`src/rtl/alu_arbiter_if.sv`:
```
// ============================================================================
// Module      : alu_arbiter_if
// Description : Request, response and ALU-side signal bundle for alu_arbiter.
// Revision    : 1.0 - initial release
// ============================================================================
`default_nettype none

interface alu_arbiter_if;
  logic        req0_valid;
  logic        req0_ready;
  logic [31:0] req0_a;
  logic [31:0] req0_b;
  logic [3:0]  req0_op;
  logic        req1_valid;
  logic        req1_ready;
  logic [31:0] req1_a;
  logic [31:0] req1_b;
  logic [3:0]  req1_op;
  logic        rsp_valid;
  logic        rsp_ready;
  logic        rsp_id;
  logic [31:0] rsp_data;
  logic        rsp_zero;
  logic [31:0] alu_read1;
  logic [31:0] alu_read2;
  logic [3:0]  alu_ops;
  logic [31:0] alu_out;
  logic        alu_zero;

  // Arbiter side
  modport slave (
    input  req0_valid, req0_a, req0_b, req0_op,
    input  req1_valid, req1_a, req1_b, req1_op,
    input  rsp_ready, alu_out, alu_zero,
    output req0_ready, req1_ready,
    output rsp_valid, rsp_id, rsp_data, rsp_zero,
    output alu_read1, alu_read2, alu_ops
  );

  // Client / ALU side
  modport master (
    output req0_valid, req0_a, req0_b, req0_op,
    output req1_valid, req1_a, req1_b, req1_op,
    output rsp_ready, alu_out, alu_zero,
    input  req0_ready, req1_ready,
    input  rsp_valid, rsp_id, rsp_data, rsp_zero,
    input  alu_read1, alu_read2, alu_ops
  );
endinterface

`default_nettype wire

```
`src/rtl/alu_arbiter.sv`:
```
// ============================================================================
// Module      : alu_arbiter
// Description : Two-requester arbiter/sequencer for the shared combinational
//               ALU. Define ALU_ARB_FIXED_PRIO_EN for fixed req0 priority;
//               default is round-robin.
// Revision    : 1.0 - initial release
// ============================================================================
`default_nettype none

module alu_arbiter (
  input  logic         clk,
  input  logic         rst_n,
  alu_arbiter_if.slave bus
);

  typedef enum logic [1:0] {
    IDLE = 2'd0,
    EXEC = 2'd1,
    RESP = 2'd2
  } state_t;

  state_t state;
  logic   last_grant;
  logic   cur_id;
  logic   win0;
  logic   win1;
  logic   can_grant;
  logic   take0;
  logic   take1;
  logic   accept;

  // Grant is open in IDLE, or in RESP on the cycle the response retires.
  always_comb begin
`ifdef ALU_ARB_FIXED_PRIO_EN
    win0      = bus.req0_valid;
`else
    win0      = bus.req0_valid & (~bus.req1_valid | last_grant);
`endif
    win1      = bus.req1_valid & ~win0;
    can_grant = (state == IDLE) | ((state == RESP) & bus.rsp_ready);
  end

  assign bus.req0_ready = can_grant & win0;
  assign bus.req1_ready = can_grant & win1;
  assign take0          = bus.req0_valid & bus.req0_ready;
  assign take1          = bus.req1_valid & bus.req1_ready;
  assign accept         = take0 | take1;

  always_ff @(posedge clk or negedge rst_n) begin
    if (!rst_n) begin
      state         <= IDLE;
      last_grant    <= 1'b1;
      cur_id        <= 1'b0;
      bus.rsp_valid <= 1'b0;
      bus.rsp_id    <= 1'b0;
      bus.rsp_data  <= 32'h0;
      bus.rsp_zero  <= 1'b0;
      bus.alu_read1 <= 32'h0;
      bus.alu_read2 <= 32'h0;
      bus.alu_ops   <= 4'h0;
    end else begin
      if (accept) begin
        bus.alu_read1 <= take1 ? bus.req1_a  : bus.req0_a;
        bus.alu_read2 <= take1 ? bus.req1_b  : bus.req0_b;
        bus.alu_ops   <= take1 ? bus.req1_op : bus.req0_op;
        cur_id        <= take1;
        last_grant    <= take1;
      end
      unique case (state)
        IDLE: begin
          if (accept) state <= EXEC;
        end
        EXEC: begin
          bus.rsp_valid <= 1'b1;
          bus.rsp_data  <= bus.alu_out;
          bus.rsp_zero  <= bus.alu_zero;
          bus.rsp_id    <= cur_id;
          state         <= RESP;
        end
        RESP: begin
          if (bus.rsp_ready) begin
            bus.rsp_valid <= 1'b0;
            state         <= accept ? EXEC : IDLE;
          end
        end
        default: state <= IDLE;
      endcase
    end
  end

endmodule

`default_nettype wire

```
`src/flat_wrapper.sv`:
```
// flat-port wrapper written by rule: the top's interface ports become plain ports
module alu_arbiter_flat 
  (clk, rst_n, bus_req0_valid, bus_req0_a, bus_req0_b, bus_req0_op, bus_req1_valid, bus_req1_a, bus_req1_b, bus_req1_op, bus_rsp_ready, bus_alu_out, bus_alu_zero, bus_req0_ready, bus_req1_ready, bus_rsp_valid, bus_rsp_id, bus_rsp_data, bus_rsp_zero, bus_alu_read1, bus_alu_read2, bus_alu_ops);
  alu_arbiter_if bus_i ();
  input  logic clk;
  input  logic rst_n;
  input wire logic [$bits(bus_i.req0_valid)-1:0] bus_req0_valid;
  input wire logic [$bits(bus_i.req0_a)-1:0] bus_req0_a;
  input wire logic [$bits(bus_i.req0_b)-1:0] bus_req0_b;
  input wire logic [$bits(bus_i.req0_op)-1:0] bus_req0_op;
  input wire logic [$bits(bus_i.req1_valid)-1:0] bus_req1_valid;
  input wire logic [$bits(bus_i.req1_a)-1:0] bus_req1_a;
  input wire logic [$bits(bus_i.req1_b)-1:0] bus_req1_b;
  input wire logic [$bits(bus_i.req1_op)-1:0] bus_req1_op;
  input wire logic [$bits(bus_i.rsp_ready)-1:0] bus_rsp_ready;
  input wire logic [$bits(bus_i.alu_out)-1:0] bus_alu_out;
  input wire logic [$bits(bus_i.alu_zero)-1:0] bus_alu_zero;
  output wire logic [$bits(bus_i.req0_ready)-1:0] bus_req0_ready;
  output wire logic [$bits(bus_i.req1_ready)-1:0] bus_req1_ready;
  output wire logic [$bits(bus_i.rsp_valid)-1:0] bus_rsp_valid;
  output wire logic [$bits(bus_i.rsp_id)-1:0] bus_rsp_id;
  output wire logic [$bits(bus_i.rsp_data)-1:0] bus_rsp_data;
  output wire logic [$bits(bus_i.rsp_zero)-1:0] bus_rsp_zero;
  output wire logic [$bits(bus_i.alu_read1)-1:0] bus_alu_read1;
  output wire logic [$bits(bus_i.alu_read2)-1:0] bus_alu_read2;
  output wire logic [$bits(bus_i.alu_ops)-1:0] bus_alu_ops;
  assign bus_i.req0_valid = bus_req0_valid;
  assign bus_i.req0_a = bus_req0_a;
  assign bus_i.req0_b = bus_req0_b;
  assign bus_i.req0_op = bus_req0_op;
  assign bus_i.req1_valid = bus_req1_valid;
  assign bus_i.req1_a = bus_req1_a;
  assign bus_i.req1_b = bus_req1_b;
  assign bus_i.req1_op = bus_req1_op;
  assign bus_i.rsp_ready = bus_rsp_ready;
  assign bus_i.alu_out = bus_alu_out;
  assign bus_i.alu_zero = bus_alu_zero;
  assign bus_req0_ready = bus_i.req0_ready;
  assign bus_req1_ready = bus_i.req1_ready;
  assign bus_rsp_valid = bus_i.rsp_valid;
  assign bus_rsp_id = bus_i.rsp_id;
  assign bus_rsp_data = bus_i.rsp_data;
  assign bus_rsp_zero = bus_i.rsp_zero;
  assign bus_alu_read1 = bus_i.alu_read1;
  assign bus_alu_read2 = bus_i.alu_read2;
  assign bus_alu_ops = bus_i.alu_ops;
  alu_arbiter u_core (.clk(clk), .rst_n(rst_n), .bus(bus_i));
endmodule
```
`config.mk`:
```
export PLATFORM = sky130hd
export DESIGN_NAME = alu_arbiter_flat
export DESIGN_NICKNAME = d
export VERILOG_FILES = /design/src/rtl/alu_arbiter_if.sv /design/src/rtl/alu_arbiter.sv /design/src/flat_wrapper.sv
export SDC_FILE = /design/constraint.sdc
export NUM_CORES = 1
export LEC_CHECK = 0
export CELL_PAD_IN_SITES_DETAIL_PLACEMENT = 1
export CELL_PAD_IN_SITES_GLOBAL_PLACEMENT = 2
export CORE_UTILIZATION = 25
export DETAILED_ROUTE_END_ITERATION = 10
export PLACE_DENSITY_LB_ADDON = 0.12
export SYNTH_ARGS = -nofsm -noshare
export SYNTH_HDL_FRONTEND = slang
export SYNTH_SLANG_ARGS = --single-unit
```
`constraint.sdc`:
```
create_clock -name clk -period 3.3 [get_ports clk]
set_input_delay 0.66 -clock clk [delete_from_list [all_inputs] [get_ports clk]]
set_output_delay 0.66 -clock clk [all_outputs]
set_load 0.05 [all_outputs]
```
* Word-level counts from Yosys, hierarchy flattened
Cells that the tools add are included.
Word-level totals: register bits after elaboration 107, word-level logic and storage cells 39, output and inout bits 105
Operators by class: bitwise logic cells 12, muxes and demuxes 9, eq/ne operators 4, reduce and logical (&&, ||, !) cells 4
Operators with widths (number):
- $mux 32 | 2
- $and 1x1->1 | 7
- $pmux 2 s3 | 1
- $mux 2 | 2
- $mux 4 | 1
- $reduce_and 2->1 | 2
- $or 1x1->1 | 3
- $eq 2x1->1 const B | 1
- $eq 2x2->1 const B | 1
- $logic_not 2->1 | 1
- $mux 1 | 2
- $ne 2x1->1 const B | 1
- $ne 2x2->1 const B | 1
- $not 1->1 | 2
- $pmux 1 s2 | 1
- $reduce_bool 2->1 | 1

* Logic depth before layout (Yosys ltp)
word-level depth 11, mapped depth 6

* Worst setup path before layout
No wires, ideal clock.
path kind input -> output, start point in bus_req0_valid, end point out bus_req1_ready, required time 2640 ps, path slack 364 ps, stages 4, arrival time 2276 ps, path through buf_4 -> a21bo_2 -> clkbuf_1 -> nor3_1
Between the ends: cells in the longest elaborated chain, start to end 4
Ends and longest elaborated chain:
- from (decl) | line flat_wrapper.sv:7 | input wire logic [$bits(bus_i.req0_valid)-1:0] bus_req0_valid;
- $and 1x1->1 | line alu_arbiter.sv:37 | win0 = bus.req0_valid & (~bus.req1_valid | last_grant);
- $not 1->1 | line alu_arbiter.sv:39 | win1 = bus.req1_valid & ~win0;
- $and 1x1->1 | line alu_arbiter.sv:39
- $and 1x1->1 | line alu_arbiter.sv:44 | assign bus.req1_ready = can_grant & win1;
- to (decl) | line flat_wrapper.sv:19 | output wire logic [$bits(bus_i.req1_ready)-1:0] bus_req1_ready;
Every way passes these cells.

* Final worst setup path
start point in bus_req1_valid, end point out bus_req1_ready
Between the ends: cells in the longest elaborated chain, start to end 6
Ends and longest elaborated chain:
- from (decl) | line flat_wrapper.sv:11 | input wire logic [$bits(bus_i.req1_valid)-1:0] bus_req1_valid;
- $not 1->1 | line alu_arbiter.sv:37
- $or 1x1->1 | line alu_arbiter.sv:37
- $and 1x1->1 | line alu_arbiter.sv:37
- $not 1->1 | line alu_arbiter.sv:39
- $and 1x1->1 (*) | line alu_arbiter.sv:39
- $and 1x1->1 (*) | line alu_arbiter.sv:44
Mark *: on every way between the ends. The rest lies on a longest branch, timed or not.

==> results.txt <==
The number of antenna violations at the first check in global routing is 1. The final route contains 5409 vias. The flow ran to the end, and the final reports show no timing, DRC or antenna violations. Each instance of the synthesized netlist takes up on average 10.6 µm². The first global-routing pass estimated 34500 µm of wire. Summed over all cells, the static leakage comes to 3.30 nW.

The critical path is of the input port to output pin type. Setup violations remaining at the end of the flow were counted as 0. 0 antenna diodes ended up in the layout. The max-slew violation total from the final report is 0, and the number of buffers inserted for hold repair after clock tree synthesis is 0. Measured in cells, the most critical reg-to-reg path has a length of 3. In the synthesized netlist the async set-or-reset flop fraction comes to 100%. The capturing element type of the critical path was an output pin. By count the netlist is led by sky130_fd_sc_hd__o31ai_1 (116), sky130_fd_sc_hd__dfrtp_1 (106), sky130_fd_sc_hd__a31oi_1 (87), sky130_fd_sc_hd__a21oi_1 (51), sky130_fd_sc_hd__mux2_2 (34). Yosys instantiated no cell more often than sky130_fd_sc_hd__o31ai_1.

The class of the worst hold path is input port to async pin. For this run, the top clock speed supported by timing is 356 MHz. The tools report the count of nets after finishing as 914. The post-route clock period utilization works out to 85.1%. The logs give 0 for the number of remaining DRC errors and 25.5% for the starting utilization of the core area. The tools report the summed instance area of the synthesized netlist as 5370 µm².

Fraction of layout cells with a size suffix above 1: 10.9%. After synthesis, the cell types taking the most area are sky130_fd_sc_hd__dfrtp_1 (49%), sky130_fd_sc_hd__o31ai_1 (16%), sky130_fd_sc_hd__a31oi_1 (10%). Compared with the post-synthesis result, the final layout area differs by 59.9%. The number of synthesized flops with an enable pin was 0; the final standard cell count with taps included and fillers excluded was 1020. Required time at the worst-slack endpoint: 2.64 ns. The average detailed-routed wire length per instance came out at 21.8 µm.

The run gives 89 as the largest net degree at the start of global routing. The startpoint identified for the worst register-to-register timing path is u_core.state[0]. The final worst clock skew is 0.0133 ns.

The tools report the floorplan die area as 22100 µm². In the global route stage, overall resource usage came out at 20.1%. For the number of global-route vias before repair, the log shows 5944. Counting the buffers created by CTS gives 9.

The number of H-tree branching levels was 3. The logs give 2.15 ns for the endpoint arrival time on the critical path and 509 for the number of standard cells after synthesis. Routability-driven placement finished with a final weighted congestion of 0.756. The critical register-to-register path endpoint was u_core.bus.rsp_data[17].

The run gives 683 as the net count after synthesis. The slack of the worst reg-to-reg path was 1.06 ns; the number of port buffers was 278. The tools report the number of core rows as 53. The post-synthesis cell type with the largest combined area is sky130_fd_sc_hd__dfrtp_1. STA classifies the critical path startpoint as an input port. In this run, placement finished with an instance count of 1004.

The post-detailed-routing wire length was 22200 µm. The share of the Yosys chip area taken by registers is 49.9%. The number of iterations in the first detailed-routing pass is 4. In this run the power density over the cells is 1050 nW/µm². Headroom to the max-slew limit came out at 32.2%. Measured along the y axis, the die boundary spans 149 µm. The top cell type by area accounts for 49.4% of the synthesized area. Clock latency on the worst-skew pair, taken at its later pin, is 0.36 ns. TritonCTS built the clock tree. For the pin with the worst max-slew slack, the measured transition is 1.02 ns.

The final critical delay including setup and external delays works out to 2.81 ns. The clock transition at the registers of the reported paths is 0.08 ns, and the total number of clock tree sinks is 107. The die is 149 µm wide. Among all flip-flop cells after synthesis, the most frequent one is sky130_fd_sc_hd__dfrtp_1. Dividing the detail-routed via count by the number of cells gives 5.30. After clock tree synthesis, the setup repair step added 0 buffers. After routing, the total negative slack on setup checks comes to 0 ns.

The number of DRC markers in iteration 0 came out at 183. The tool flagged a number of max-cap violations equal to 0. Remaining number of nets flagged by the antenna check after routing: 0. Post-CTS repair changed the size of 0 cells. Counting distinct cell types in the post-synthesis netlist gives 28. The tree is rooted in a sky130_fd_sc_hd__clkbuf_16.

The count of final hold-check violations is 0. After synthesis the netlist holds a flip-flop and latch count of 107. The worst-case clock buffer depth is 2, and the largest driver fanout on the critical path is 20.

The run gives 0 as the number of warnings reported in the yosys synthesis log. Pin placement for this block handled 279 I/O pins. The run gives 0 as the remaining global-route overflow. Setup repair after global routing left no endpoint under its margin. In this run the standard cell core region covers 21000 µm². After legalization and detailed placement, the total HPWL measured 14500 µm.

Across the VDD grid, the largest voltage drop is 0.000294 V.
==> routing by layer <==
metal | GRT usage [%] | wire length, µm
met1 | 26.4 | 9710
met2 | 33.5 | 10800
met3 | 4.17 | 1470
met4 | 5.36 | 274
met5 | 0 | 0
==> where the power goes <==
part | total (mW) | switching [mW] | internal [mW]
clock | 1.11 | 0.576 | 0.536
combinational | 5.59 | 3.70 | 1.90
sequential | 2.32 | 0.363 | 1.95
total | 9.02 | 4.64 | 4.39
==> placed cells by master (no fill, tap or decap), types with 3 or more instances in the layout <==
| cell | instances |
|---|---|
| sky130_fd_sc_hd__a31oi_1 | 87 |
| sky130_fd_sc_hd__o31ai_1 | 116 |
| sky130_fd_sc_hd__mux2_2 | 34 |
| sky130_fd_sc_hd__nand2_1 | 3 |
| sky130_fd_sc_hd__clkdlybuf4s50_1 | 274 |
| sky130_fd_sc_hd__nand4_1 | 19 |
| sky130_fd_sc_hd__dfrtp_1 | 105 |
| sky130_fd_sc_hd__clkbuf_16 | 9 |
| sky130_fd_sc_hd__a21oi_1 | 51 |
| sky130_fd_sc_hd__buf_4 | 16 |
==> worst max-delay path, stage by stage <==
cell	delay, ns
sky130_fd_sc_hd__clkdlybuf4s50_1	0.61
sky130_fd_sc_hd__a21bo_2	0.42
sky130_fd_sc_hd__nor3_1	0.22
sky130_fd_sc_hd__buf_4	0.23
==> logic make-up after synthesis <==
logic type      share of synthesized area, %
compound gates                          32.4
buf+inv                                 7.04
flops                                   49.9
mux                                     7.13
simple gates                            3.56
==> state kept, by name, summed over array words and instances (netlist names), 2 cells and up <==
name and count:
u_core.bus.rsp_data 32, u_core.state 2, u_core.bus.alu_read2 32, u_core.bus.alu_ops 4
u_core.bus.alu_read1 32
==> per-stage QoR <==
step           cell area [µm²]  utilization, %  worst slack, ns  power (mW)  hold WS [ns]
6_report                  8590            40.8            0.492        9.02         0.321
4_1_cts                   8590            40.8            0.456        9.14         0.349
2_1_floorplan             5370               -            0.364        5.97         0.364
3_5_place_dp              8290            39.4            0.454        7.99         0.488
5_1_grt                   8590            40.8            0.406        9.48         0.370
3_3_place_gp              8290            39.4            0.523        7.91         0.484
==> worst max-delay path by stage <==
stage              startpoint             end  slack (ns)  cells past startpoint
4_1_cts        bus_req1_valid  bus_req1_ready        0.46                      4
3_3_place_gp   bus_req1_valid  bus_req1_ready        0.52                      4
2_1_floorplan  bus_req0_valid  bus_req1_ready        0.36                      4
5_1_grt        bus_req1_valid  bus_req1_ready        0.41                      4
3_5_place_dp   bus_req1_valid  bus_req1_ready        0.45                      4
6_report       bus_req1_valid  bus_req1_ready        0.49                      4
==> final cells by class <==
cell class / count / area [µm²]
clock buffers: 9 / 225
well taps: 275 / 344
inverters: 3 / 12.5
multi-input cells: 326 / 2340
repair buffers: 293 / 2910
fillers: 2331 / 12400
flip-flops and latches: 107 / 2680
clock inverters: 7 / 73.8
(Power assumes the default switching activity.)
